===== src/rtl/mac_act_packer.sv =====
// -----------------------------------------------------------------------------
// mac_act_packer
//   Upstream feeder for the sequential QR accelerator MAC stage. Activations
//   arrive as narrow beats of wordElements elements. They are packed into a
//   full vector of inputElements elements and presented to the MAC stage over
//   a valid/ready port. Two banks are used so that the next vector can fill
//   while the current one waits for the MAC stage.
//
//   Optional feature macro: ACT_PACK_ZEROPAD_EN
//     defined   : act_last_i on a beat before the final one closes the vector
//                 early; every element after that beat is written as zero.
//     undefined : act_last_i is ignored; each vector needs exactly
//                 inputElements/wordElements beats.
//
// Ports
//   clk          in   clock, all logic on the rising edge
//   rst          in   synchronous active-high reset
//   act_data_i   in   input beat, element j at [j*inputBits +: inputBits]
//   act_valid_i  in   beat valid
//   act_last_i   in   last beat of the vector (zero-pad build only)
//   act_ready_o  out  beat accepted when act_valid_i & act_ready_o
//   mac_data_o   out  packed vector, element e at [e*inputBits +: inputBits]
//   mac_valid_o  out  vector available to the MAC stage
//   mac_ready_i  in   MAC stage takes the vector when mac_valid_o & mac_ready_i
//   beat_idx_o   out  next beat slot in the bank being filled
//   vec_count_o  out  vectors popped since reset, wraps to zero
// -----------------------------------------------------------------------------
module mac_act_packer #(
  parameter int inputBits     = 5,
  parameter int inputElements = 128,
  parameter int wordElements  = 8,
  parameter int cntBits       = 16
) (
  input  logic                                         clk,
  input  logic                                         rst,
  input  logic [wordElements*inputBits-1:0]            act_data_i,
  input  logic                                         act_valid_i,
  input  logic                                         act_last_i,
  output logic                                         act_ready_o,
  output logic [inputElements*inputBits-1:0]           mac_data_o,
  output logic                                         mac_valid_o,
  input  logic                                         mac_ready_i,
  output logic [$clog2(inputElements/wordElements)-1:0] beat_idx_o,
  output logic [cntBits-1:0]                           vec_count_o
);

  localparam int NBEATS = inputElements / wordElements;
  localparam int BEAT_W = wordElements * inputBits;
  localparam int IDX_W  = $clog2(NBEATS);
  localparam logic [IDX_W-1:0] LAST_IDX = IDX_W'(NBEATS - 1);

  if ((inputElements % wordElements) != 0) begin : g_bad_cfg
    $error("mac_act_packer: wordElements must divide inputElements");
  end

  typedef enum logic [1:0] {
    BANK_EMPTY   = 2'd0,
    BANK_FILLING = 2'd1,
    BANK_FULL    = 2'd2
  } bank_state_t;

  // Control state
  bank_state_t             r_state [2];
  logic                    r_wr_ptr;
  logic                    r_rd_ptr;
  logic [IDX_W-1:0]        r_beat_idx;
  logic [cntBits-1:0]      r_vec_count;

  // Bank storage, one beat-wide slot per beat position
  logic [NBEATS-1:0][BEAT_W-1:0] r_bank [2];

  bank_state_t             w_state_nxt [2];
  logic                    w_wr_ptr_nxt;
  logic                    w_rd_ptr_nxt;
  logic [IDX_W-1:0]        w_beat_idx_nxt;
  logic [cntBits-1:0]      w_vec_count_nxt;

  logic                    w_accept;
  logic                    w_pop;
  logic                    w_early_last;
  logic                    w_vec_end;

`ifdef ACT_PACK_ZEROPAD_EN
  assign w_early_last = act_last_i;
`else
  logic w_unused_last;
  assign w_unused_last = act_last_i;
  assign w_early_last  = 1'b0;
`endif

  // Ready only depends on whether the fill bank is still occupied by a full
  // vector; it is held low while reset is asserted.
  assign act_ready_o = !rst && (r_state[r_wr_ptr] != BANK_FULL);
  assign mac_valid_o = (r_state[r_rd_ptr] == BANK_FULL);
  assign mac_data_o  = r_bank[r_rd_ptr];
  assign beat_idx_o  = r_beat_idx;
  assign vec_count_o = r_vec_count;

  assign w_accept  = act_valid_i && act_ready_o;
  assign w_pop     = mac_valid_o && mac_ready_i;
  assign w_vec_end = (r_beat_idx == LAST_IDX) || w_early_last;

  // Fill and pop always target different banks: the fill bank is never FULL
  // when a beat is accepted, the read bank is always FULL when popped.
  always_comb begin
    w_state_nxt[0]  = r_state[0];
    w_state_nxt[1]  = r_state[1];
    w_wr_ptr_nxt    = r_wr_ptr;
    w_rd_ptr_nxt    = r_rd_ptr;
    w_beat_idx_nxt  = r_beat_idx;
    w_vec_count_nxt = r_vec_count;

    if (w_accept) begin
      if (w_vec_end) begin
        w_state_nxt[r_wr_ptr] = BANK_FULL;
        w_wr_ptr_nxt          = ~r_wr_ptr;
        w_beat_idx_nxt        = '0;
      end else begin
        w_state_nxt[r_wr_ptr] = BANK_FILLING;
        w_beat_idx_nxt        = r_beat_idx + IDX_W'(1);
      end
    end

    if (w_pop) begin
      w_state_nxt[r_rd_ptr] = BANK_EMPTY;
      w_rd_ptr_nxt          = ~r_rd_ptr;
      w_vec_count_nxt       = r_vec_count + cntBits'(1);
    end
  end

  always_ff @(posedge clk) begin
    if (rst) begin
      r_state[0]  <= BANK_EMPTY;
      r_state[1]  <= BANK_EMPTY;
      r_wr_ptr    <= 1'b0;
      r_rd_ptr    <= 1'b0;
      r_beat_idx  <= '0;
      r_vec_count <= '0;
    end else begin
      r_state[0]  <= w_state_nxt[0];
      r_state[1]  <= w_state_nxt[1];
      r_wr_ptr    <= w_wr_ptr_nxt;
      r_rd_ptr    <= w_rd_ptr_nxt;
      r_beat_idx  <= w_beat_idx_nxt;
      r_vec_count <= w_vec_count_nxt;
    end
  end

  // Bank writes. An early-terminated vector zeroes every slot after the
  // current beat so stale data from an older vector never leaks out.
  always_ff @(posedge clk) begin
    if (rst) begin
      r_bank[0] <= '0;
      r_bank[1] <= '0;
    end else if (w_accept) begin
      for (int s = 0; s < NBEATS; s++) begin
        if (IDX_W'(s) == r_beat_idx) begin
          r_bank[r_wr_ptr][s] <= act_data_i;
        end else if (w_early_last && (IDX_W'(s) > r_beat_idx)) begin
          r_bank[r_wr_ptr][s] <= '0;
        end
      end
    end
  end

endmodule


===== config.mk =====
export PLATFORM = sky130hd
export DESIGN_NAME = mac_act_packer
export DESIGN_NICKNAME = d
export VERILOG_FILES = /design/src/rtl/mac_act_packer.sv
export SDC_FILE = /design/constraint.sdc
export NUM_CORES = 2
export LEC_CHECK = 0
export BUFFER_PORTS_ARGS = -buffer_cell sky130_fd_sc_hd__buf_2
export CORE_MARGIN = 10
export CORE_UTILIZATION = 53
export DETAILED_ROUTE_END_ITERATION = 8
export PLACE_DENSITY = 0.83
export SLEW_MARGIN = 20
export SYNTH_ARGS = -nofsm -noshare
export SYNTH_HDL_FRONTEND = slang
export SYNTH_SLANG_ARGS = --single-unit

===== constraint.sdc =====
create_clock -name clk -period 4.5 [get_ports clk]
set_clock_uncertainty 0.05 [all_clocks]
set_input_delay 0.9 -clock clk [delete_from_list [all_inputs] [get_ports clk]]
set_output_delay 0.9 -clock clk [all_outputs]
set_load 0.01 [all_outputs]

==> impl_metrics.env <==
export IMPL_status="finished, final reports clean"
export IMPL_ctsResizeCount=0
export IMPL_ff_latch_area_sq_um=39000
export IMPL_cts_buffers=136
export IMPL_synth_edf_count=1280
export IMPL_drt_iter0_drc=3420
export IMPL_gp_congestion=0.827
export IMPL_yosysSeqAreaShare=0.686
export IMPL_die_w_um=348
export IMPL_routed_wl_mm=175
export IMPL_place_hpwl_mm=114
export IMPL_nFillCells=7544
export IMPL_synth_cell_area_sq_um=56900
export IMPL_drtPass1Iterations=6
export IMPL_multi_input_area_sq_um=16900
export IMPL_grt_max_degree=114
export IMPL_clock_sinks=1308
export IMPL_path_buf_inv=2
export IMPL_yosysTopAreaCell="edfxtp_1"
export IMPL_crit_path_max_fanout=113
export IMPL_via_per_inst=5.76
export IMPL_p_leak_uw=0.0260
export IMPL_grt_ovfl_total=0
export IMPL_placeableCoreArea_sq_um=107000
export IMPL_wire_per_inst_um=29.7
export IMPL_ioPinCount=707
export IMPL_place_ws_ns=1.01
export IMPL_hold_viol_final=0
export IMPL_cts_tree="built"
export IMPL_h_tree_depth=4
export IMPL_hp_class="reg -> reg"
export IMPL_rsz0062_at_grt="false"
export IMPL_peakVddDrop_mv=0.289
export IMPL_cpPeakStageDelay_ns=0.99
export IMPL_power_density_nw_per_um2=392
export IMPL_post_synth_top_count_cell="edfxtp_1"
export IMPL_dr_total_vias=33851
export IMPL_min_period_ns=4.10
export IMPL_synthFlopType="edfxtp_1"
export IMPL_initial_core_util=0.533
export IMPL_drive_above_1_share=0.382
export IMPL_syn_nets=3817
export IMPL_synth_avg_cell_area_sq_um=15.1
export IMPL_yosysTopAreaCellShare=0.676
export IMPL_worstPathArrival_ns=3.15
export IMPL_antenna_found_initial=10
export IMPL_timing_final_crit_share=0.910
export IMPL_die_area_sq_um=121000
export IMPL_setup_ws_ns=0.403
export IMPL_synthArstFlopShare=0
export IMPL_slew_headroom=0.240
export IMPL_ant_nets=0
export IMPL_cts_setup_buffers=0
export IMPL_grt_pass1_vias=34880
export IMPL_num_rows=120
export IMPL_crit_chain="buf_12 -> mux2_2 -> buf_2"
export IMPL_fmax_mhz=244
export IMPL_setup_violations=0
export IMPL_endpoint_kind="primary output"
export IMPL_area_growth_pct=17.0
export IMPL_nNetsFinal=4422
export IMPL_cts_hold_fix_buffers=0
export IMPL_ys_types=46
export IMPL_cts_clk_slew_worst_paths_ns=0.06
export IMPL_die_y_um=348
export IMPL_track_usage=0.282
export IMPL_worst_pin_slew_ns=1.14
export IMPL_drc=0
export IMPL_io_buffers=705
export IMPL_synthTopCellsByArea="edfxtp_1 (68%), and2_1 (14%), mux2_2 (13%)"
export IMPL_path_class="reg -> out"
export IMPL_slew_violations=0
export IMPL_holdWs_ns=0.453
export IMPL_cts_buffer_depth=3
export IMPL_critPathSlowestCell="dfxtp_4"
export IMPL_crit_path_start_kind="register"
export IMPL_cap_violations=0
export IMPL_yosys_top_cells_count="edfxtp_1 (1280), and2_1 (1270), mux2_2 (641)"
export IMPL_clock_latency_ns=0.73
export IMPL_synth_seq_cells=1308
export IMPL_grt_first_pass_wirelength_mm=245
export IMPL_root_buffer="clkbuf_16"
export IMPL_yosysWarnings=0
export IMPL_critPathTopFamily="flip-flops"
export IMPL_synthCells=3767
export IMPL_cp_data_required_time_ns=3.55
registers in the layout (all words and copies together), names as in the netlist, named ones only:
| register | count |
|---|---|
| r_bank | 1280 |
| vec_count_o | 16 |
| beat_idx_o | 4 |
| r_state | 4 |
| r_rd_ptr | 1 |
| r_wr_ptr | 1 |
routing by layer:
metal	routed length (um)	up-vias	track usage
li1	-	14463	-
met4	9490	2	0.145
met3	15800	381	0.0644
met5	13	-	0
met1	65700	17188	0.350
met2	83900	1817	0.461
kinds of logic (layout without fill, tap and decap cells):
family,count (synthesis),count (layout),synth area share
buf+inv,344,1050,0.0261
simple gates,1394,1394,0.152
fa+ha+maj,5,5,0.00110
flops,1308,1308,0.686
other cells,0,5,0
xor+xnor,11,11,0.00169
mux,641,641,0.127
compound gates,64,64,0.00645
where the power goes:
group / switching [uW] / total (uW) / internal [uW]
clock: 4620 / 10700 / 6130
combinational: 994 / 1400 / 401
sequential: 123 / 13900 / 13800
tightest hold or removal path, cell delays in order, from the launching register on:
cell	delay, ns
dfxtp_1	0.33
o31ai_1	0.07
a21oi_1	0.05
worst paths after layout:
path                                                   start                            to  slack (ns)  cells after the start
worst max register to register         r_wr_ptr$_SDFFE_PP0P_  r_bank[1][123]$_SDFFCE_PN0P_        1.18                      4
worst max-delay path                                register               mac_data_o[123]        0.40                      3
worst min register to register  vec_count_o[13]$_SDFFE_PP0N_  vec_count_o[13]$_SDFFE_PP0N_        0.45                      2
worst min-delay path            vec_count_o[13]$_SDFFE_PP0N_  vec_count_o[13]$_SDFFE_PP0N_        0.45                      2
stage by stage:
step / cells / util / total power (uW) / setup TNS (ns) / instance area (sq um)
finish: 5881 / 0.623 / 26100 / 0 / 66500
global route: 5876 / 0.623 / 26700 / 0 / 66500
CTS: 5872 / 0.622 / 26100 / 0 / 66400
detailed placement: 5633 / 0.583 / 15600 / 0 / 62200
global placement: 5626 / 0.581 / 15500 / 0 / 62100
floorplan: 3767 / - / 14800 / -200.39 / 56900
cell usage in the layout, fill, tap and decap left out, drive strengths merged, types with 6 or more instances in the layout:
| cell | netlist | layout |
|---|---|---|
| clkinv | 1 | 50 |
| bufinv | 0 | 6 |
| nand2 | 20 | 20 |
| nor2 | 44 | 44 |
| edfxtp | 1280 | 1280 |
| clkbuf | 276 | 175 |
| and3 | 9 | 9 |
| nand3 | 9 | 9 |
| xnor2 | 7 | 7 |
| mux2 | 641 | 641 |
| nand3b | 6 | 6 |
| inv | 5 | 13 |
| and2 | 1280 | 1280 |
| a21oi | 16 | 16 |
| buf | 62 | 805 |
| dfxtp | 28 | 28 |
| o21ai | 33 | 33 |
area by class of cell:
type                            count  area share
Antenna cell                        5    0.000188
Timing Repair Buffer              805      0.0694
Clock buffer                      175      0.0554
Clock inverter                     64     0.00747
Tap cell                         1403      0.0264
Multi-Input combinational cell   2115       0.255
Inverter                            6    0.000339
Sequential cell                  1308       0.586
(Power assumes the default switching activity.)
